File: config.mk
export PLATFORM = sky130hd
export DESIGN_NAME = iterative_divider
export DESIGN_NICKNAME = d
export VERILOG_FILES = /design/src/rtl/iterative_divider.sv
export SDC_FILE = /design/constraint.sdc
export NUM_CORES = 1
export LEC_CHECK = 0
export CAP_MARGIN = 15
export CORE_ASPECT_RATIO = 1.75
export CORE_UTILIZATION = 51
export CTS_BUF_LIST = sky130_fd_sc_hd__clkbuf_4
export DETAILED_ROUTE_END_ITERATION = 6
export PLACE_DENSITY = 0.72
export SLEW_MARGIN = 20
export SYNTH_ARGS = -nofsm -noshare
export SYNTH_HDL_FRONTEND = slang
export SYNTH_SLANG_ARGS = --single-unit
File: constraint.sdc
create_clock -name clk -period 4.4 [get_ports clk]
set_clock_uncertainty 0.15 [all_clocks]
set_input_delay 0.88 -clock clk [delete_from_list [all_inputs] [get_ports clk]]
set_output_delay 0.88 -clock clk [all_outputs]
set_load 0.005 [all_outputs]
File: src/rtl/iterative_divider.sv
// ============================================================================
//  iterative_divider
//  Multi-cycle restoring radix-2 divide/remainder unit for RV M-extension
//  (DIV/DIVU/REM/REMU and W variants in 64-bit builds).
//  Revision: 1.0
// ============================================================================
`default_nettype none

module iterative_divider #(
  parameter int BIT_COUNT = 32,
  parameter int WORD_SIZE = 32
) (
  input  logic                 clk,
  input  logic                 reset_n,
  input  logic                 Start,
  input  logic                 Flush,
  input  logic [1:0]           DivOperation,
  input  logic                 WordOp,
  input  logic [BIT_COUNT-1:0] DivOperandA,
  input  logic [BIT_COUNT-1:0] DivOperandB,
  output logic                 Busy,
  output logic                 Done,
  output logic                 DivByZero,
  output logic [BIT_COUNT-1:0] DivResult
);

  localparam int CW = $clog2(BIT_COUNT + 1);
  localparam bit WIDE = (BIT_COUNT > WORD_SIZE);
  localparam logic [BIT_COUNT-1:0] MIN_FULL = BIT_COUNT'(1) << (BIT_COUNT - 1);
  localparam logic [BIT_COUNT-1:0] MIN_WORD =
    ~((BIT_COUNT'(1) << (WORD_SIZE - 1)) - BIT_COUNT'(1));

  typedef enum logic [2:0] {
    S_IDLE    = 3'd0,
    S_PREP    = 3'd1,
    S_ITERATE = 3'd2,
    S_FIXUP   = 3'd3,
    S_DONE    = 3'd4
  } state_t;

  state_t               state;
  logic [1:0]           op;
  logic                 word;
  logic [BIT_COUNT-1:0] opa;     // dividend, then shifting dividend/quotient
  logic [BIT_COUNT-1:0] opb;     // divisor, then divisor magnitude
  logic [BIT_COUNT-1:0] rem;
  logic [CW-1:0]        cnt;
  logic                 neg_q;
  logic                 neg_r;

  // Sign-extend the low word to the full datapath width
  function automatic logic [BIT_COUNT-1:0] sext_w(input logic [WORD_SIZE-1:0] x);
    logic [BIT_COUNT-1:0] r;
    r = {BIT_COUNT{x[WORD_SIZE-1]}};
    r[WORD_SIZE-1:0] = x;
    return r;
  endfunction

  logic                 signed_op;
  logic                 w_word;
  logic [BIT_COUNT-1:0] a_ext;
  logic [BIT_COUNT-1:0] b_ext;
  logic                 sign_a;
  logic                 sign_b;
  logic [BIT_COUNT-1:0] mag_a;
  logic [BIT_COUNT-1:0] mag_b;
  logic                 b_zero;
  logic                 ovf;
  logic [BIT_COUNT-1:0] a_out;
  logic [BIT_COUNT-1:0] special_res;
  logic [BIT_COUNT-1:0] dvd_init;
  logic [CW-1:0]        cnt_init;
  logic [BIT_COUNT:0]   shifted;
  logic                 qbit;
  logic [BIT_COUNT-1:0] sub;
  logic [BIT_COUNT-1:0] q_raw;
  logic [BIT_COUNT-1:0] q_fix;
  logic [BIT_COUNT-1:0] r_fix;
  logic [BIT_COUNT-1:0] sel_res;
  logic [BIT_COUNT-1:0] fix_res;

  // Operand preparation, one iteration step and final sign/select fixup
  always_comb begin
    signed_op = ~op[0];
    w_word    = word && WIDE;

    // Truncate to the effective width, then extend according to signedness
    if (w_word) begin
      a_ext = signed_op ? sext_w(opa[WORD_SIZE-1:0]) : BIT_COUNT'(opa[WORD_SIZE-1:0]);
      b_ext = signed_op ? sext_w(opb[WORD_SIZE-1:0]) : BIT_COUNT'(opb[WORD_SIZE-1:0]);
      sign_a = signed_op & opa[WORD_SIZE-1];
      sign_b = signed_op & opb[WORD_SIZE-1];
      a_out  = sext_w(opa[WORD_SIZE-1:0]);
    end else begin
      a_ext  = opa;
      b_ext  = opb;
      sign_a = signed_op & opa[BIT_COUNT-1];
      sign_b = signed_op & opb[BIT_COUNT-1];
      a_out  = opa;
    end

    mag_a  = sign_a ? -a_ext : a_ext;
    mag_b  = sign_b ? -b_ext : b_ext;
    b_zero = (b_ext == '0);
    ovf    = signed_op && (a_ext == (w_word ? MIN_WORD : MIN_FULL)) && (&b_ext);

    if (b_zero) special_res = op[1] ? a_out : '1;
    else        special_res = op[1] ? '0 : a_out;

    // W operands are left-aligned so the iteration always consumes the MSB
    dvd_init = w_word ? (mag_a << (BIT_COUNT - WORD_SIZE)) : mag_a;
    cnt_init = w_word ? CW'(WORD_SIZE) : CW'(BIT_COUNT);

    shifted = {rem, opa[BIT_COUNT-1]};
    qbit    = (shifted >= {1'b0, opb});
    sub     = shifted[BIT_COUNT-1:0] - opb;

    q_raw   = w_word ? BIT_COUNT'(opa[WORD_SIZE-1:0]) : opa;
    q_fix   = neg_q ? -q_raw : q_raw;
    r_fix   = neg_r ? -rem : rem;
    sel_res = op[1] ? r_fix : q_fix;
    fix_res = w_word ? sext_w(sel_res[WORD_SIZE-1:0]) : sel_res;
  end

  // Control FSM and datapath registers; Flush overrides every transition
  always_ff @(posedge clk or negedge reset_n) begin
    if (!reset_n) begin
      state     <= S_IDLE;
      op        <= '0;
      word      <= 1'b0;
      opa       <= '0;
      opb       <= '0;
      rem       <= '0;
      cnt       <= '0;
      neg_q     <= 1'b0;
      neg_r     <= 1'b0;
      Busy      <= 1'b0;
      Done      <= 1'b0;
      DivByZero <= 1'b0;
      DivResult <= '0;
    end else if (Flush) begin
      state     <= S_IDLE;
      Busy      <= 1'b0;
      Done      <= 1'b0;
      DivByZero <= 1'b0;
    end else begin
      case (state)
        S_IDLE: begin
          if (Start) begin
            op    <= DivOperation;
            word  <= WordOp;
            opa   <= DivOperandA;
            opb   <= DivOperandB;
            Busy  <= 1'b1;
            state <= S_PREP;
          end
        end
        S_PREP: begin
          neg_q <= sign_a ^ sign_b;
          neg_r <= sign_a;
          if (b_zero || ovf) begin
            DivResult <= special_res;
            DivByZero <= b_zero;
            Done      <= 1'b1;
            state     <= S_DONE;
          end else begin
            opa   <= dvd_init;
            opb   <= mag_b;
            rem   <= '0;
            cnt   <= cnt_init;
            state <= S_ITERATE;
          end
        end
        S_ITERATE: begin
          rem <= qbit ? sub : shifted[BIT_COUNT-1:0];
          opa <= {opa[BIT_COUNT-2:0], qbit};
          cnt <= cnt - CW'(1);
          if (cnt == CW'(1)) state <= S_FIXUP;
        end
        S_FIXUP: begin
          DivResult <= fix_res;
          Done      <= 1'b1;
          state     <= S_DONE;
        end
        S_DONE: begin
          Done      <= 1'b0;
          DivByZero <= 1'b0;
          Busy      <= 1'b0;
          state     <= S_IDLE;
        end
        default: begin
          Done      <= 1'b0;
          DivByZero <= 1'b0;
          Busy      <= 1'b0;
          state     <= S_IDLE;
        end
      endcase
    end
  end

endmodule

`default_nettype wire

==> impl_metrics.env <==
export IMPL_placed_area_mm2=0.0124
export IMPL_use_met1=0.379
export IMPL_start_kind="flip-flop"
export IMPL_power_total_mw=8.23
export IMPL_ys_warn_count=0
export IMPL_grt_ovfl_total=0
export IMPL_cts_buffers=17
export IMPL_detail_route_antenna_nets=0
export IMPL_vdd_drop_max_uv=298
export IMPL_crit_arrival_ns=4.18
export IMPL_ctsResizeCount=0
export IMPL_layout_drive_gt1_share=0.0726
export IMPL_first_global_vias=11000
export IMPL_placementRows=71
export IMPL_synth_ff_type="dfrtp_1"
export IMPL_insertion_delay_ns=0.62
export IMPL_seq_area_mm2=0.00360
export IMPL_grt_setup_unrepaired="no"
export IMPL_timing_final_ws_setup_ns=0.563
export IMPL_grt_use_met2=0.626
export IMPL_crit_fanout=9
export IMPL_grt_max_degree=77
export IMPL_rr_worst_depth=13
export IMPL_hold_buffers=0
export IMPL_start_util=0.518
export IMPL_r2r_start="b_ext[1]$_DFFE_PN0P_"
export IMPL_hold_violations=0
export IMPL_die_h_um=198
export IMPL_syn_area_mm2=0.0111
export IMPL_cts_num_sinks=144
export IMPL_timing_final_crit_period_ns=3.84
export IMPL_r2r_slack_ns=0.56
export IMPL_cp_top_family="compound AO/OA/AOI/OAI gates"
export IMPL_synth_edf_count=0
export IMPL_io_buffers=104
export IMPL_postSynthCellCount=1408
export IMPL_crit_chain="inv_1 > ha_1 > nor2b_1 > o21ba_2 > o2111ai_1 > o2111ai_1 > o22ai_1 > o31ai_1 > buf_4 > a21boi_4 > buf_4 > nand2b_1 > o21ai_0"
export IMPL_die_w_um=114
export IMPL_dp_hpwl_mm=30.4
export IMPL_drt_iter0_drc=1038
export IMPL_synth_distinct_cells=82
export IMPL_regToRegEndpoint="rem[30]$_DFFE_PN0P_"
export IMPL_ys_seq_area_frac=0.323
export IMPL_cts_tree="yes"
export IMPL_fp_dieArea_mm2=0.0225
export IMPL_fill_cells=2039
export IMPL_crit_cells=13
export IMPL_leakage_nw=5.16
export IMPL_wl_per_cell_um=23.0
export IMPL_finalSetupViolations=0
export IMPL_relSlewSlack=0.378
export IMPL_final_util=0.591
export IMPL_ios=106
export IMPL_cts_setup_buffers=0
export IMPL_routabilityCongestion=1.01
export IMPL_critPathMaxStageDelay_ns=0.45
export IMPL_cts_max_level=4
export IMPL_antenna_found_initial=1
export IMPL_slowest_stage="dfrtp_1"
export IMPL_vias=11500
export IMPL_grtUsageMet3=0.0500
export IMPL_critPathCaptureType="flip-flop"
export IMPL_tns_ns=0
export IMPL_drc=0
export IMPL_gr_usage_all_layers=0.367
export IMPL_multi_input_area_mm2=0.00694
export IMPL_hold_class="in2async"
export IMPL_tightest_slew_ns=0.933
export IMPL_path_class="reg2reg"
export IMPL_fmax_mhz=261
export IMPL_cap_violations=0
export IMPL_area_growth_pct=14.0
export IMPL_fin_crit_sh=0.872
export IMPL_root_buffer="clkbuf_4"
export IMPL_busiest_layer="met2"
export IMPL_fin_nets=1572
export IMPL_syn_area_per_cell_um2=7.91
export IMPL_cts_max_path_buffers=2
export IMPL_status="finished, final reports clean"
export IMPL_synth_seq_cells=144
export IMPL_drt_vias_per_instance=6.49
export IMPL_async_flop_share=1.00
export IMPL_grt_pass1_wl_mm=61.3
export IMPL_first_pass_iters=7
export IMPL_path_buf_inv=3
export IMPL_worst_endpoint_required_ns=4.74
export IMPL_clk_pin_slew_ns=0.13
export IMPL_powerDensity_mw_per_mm2=649
export IMPL_drt_wl_total_mm=40.7
export IMPL_finalInstanceArea_mm2=0.0127
export IMPL_coreArea_mm2=0.0215
export IMPL_slew_violations=0
export IMPL_pre_cts_slack_ns=0.663
export IMPL_syn_nets=1518
[synthesized netlist by cell type, types with 6 or more instances]
library cell	n	area, um^2
nand3_1	45	225
clkbuf_1	84	315
inv_1	51	191
dfrtp_1	144	3600
a31oi_1	20	125
a21oi_1	110	551
o41ai_1	8	70.1
or3_1	23	144
ha_1	38	475
a21o_1	13	97.6
o31ai_1	14	105
nand4_1	18	113
o31a_1	6	52.6
xnor2_1	49	429
mux2i_1	16	160
o21ai_0	150	751
o221ai_1	9	78.8
nor2_1	125	469
nand2b_1	9	56.3
nand2_1	132	495
and3_1	11	68.8
o311ai_0	13	114
a221oi_1	21	184
nor4_1	12	75.1
a22oi_1	14	105
xor2_1	37	324
nor3_1	44	220
nor3b_1	10	75.1
a211oi_1	13	97.6
nor2b_1	7	43.8
o211ai_1	14	105
o22ai_1	26	163
buf_2	15	75.1
[cells by family (layout without fill, tap and decap cells)]
logic type | Yosys count | in the layout | synth area share
AOI/OAI and AO/OA | 486 | 486 | 0.277
and+or+nand+nor | 474 | 474 | 0.211
buffers and inverters | 158 | 224 | 0.0573
DFF | 144 | 144 | 0.323
xor gates and xnor gates | 86 | 86 | 0.0676
adders and majority gates | 39 | 39 | 0.0445
muxes | 21 | 21 | 0.0194
other | 0 | 2 | 0
[metrics by stage]
stage | cells | hold slack (ns)
floorplan | 1408 | 0.312
global placement | 1735 | 0.316
detailed placement | 1735 | 0.323
CTS | 1766 | 0.158
global route | 1767 | 0.185
finish | 1768 | 0.129
[routing by layer]
layer | part of all wire | routed length (um) | up-vias
met2 | 0.49 | 20100 | 488
met4 | 0.11 | 4430 | 0
met5 | 0 | 0 | -
met1 | 0.35 | 14400 | 5494
li1 | - | - | 5301
met3 | 0.044 | 1780 | 188
[cells in the final DEF, fill, tap and decap left out, types with 21 or more instances in the layout]
master,netlist,routed
nor2_1,125,123
xor2_1,37,37
nor3_1,44,43
ha_1,38,38
clkdlybuf4s50_1,0,103
o22ai_1,26,26
nand2_1,132,132
dfrtp_1,144,144
xnor2_1,49,49
nand3_1,45,44
o21ai_0,150,150
buf_4,1,35
inv_1,51,51
or3_1,23,23
a221oi_1,21,21
a21oi_1,110,109
[where the power goes]
group,internal (mW),leakage (nW),switching [mW]
Combinational,2.04,3.24,2.73
Clock,0.292,0.140,0.518
Sequential,1.80,1.78,0.861
Total,4.13,5.16,4.11
[final cells by class]
| type | instances | area share |
|---|---|---|
| multi-input combinational | 1106 | 0.547 |
| sequential | 144 | 0.284 |
| timing repair buffer | 141 | 0.106 |
| tap | 292 | 0.0288 |
| inverter | 52 | 0.0154 |
| clock buffer | 20 | 0.0118 |
| clock inverter | 11 | 0.00719 |
| antenna | 2 | 0.000394 |
[flip-flops by register name, summed over array words and instances, names as in the netlist, 2 cells and up]
name / cells
DivResult: 32
a_ext: 32
b_ext: 32
cnt: 6
op: 2
rem: 32
state: 3
[worst max-delay path by stage]
stage | from | end
2_1_floorplan | a_ext[31]$_DFFE_PN0P_ | rem[30]$_DFFE_PN0P_
3_3_place_gp | b_ext[1]$_DFFE_PN0P_ | a_ext[0]$_DFFE_PN0P_
3_5_place_dp | b_ext[1]$_DFFE_PN0P_ | rem[24]$_DFFE_PN0P_
4_1_cts | b_ext[1]$_DFFE_PN0P_ | rem[24]$_DFFE_PN0P_
5_1_grt | b_ext[1]$_DFFE_PN0P_ | rem[30]$_DFFE_PN0P_
6_report | b_ext[1]$_DFFE_PN0P_ | rem[30]$_DFFE_PN0P_
No activity file was read; power rests on OpenSTA's default activity.
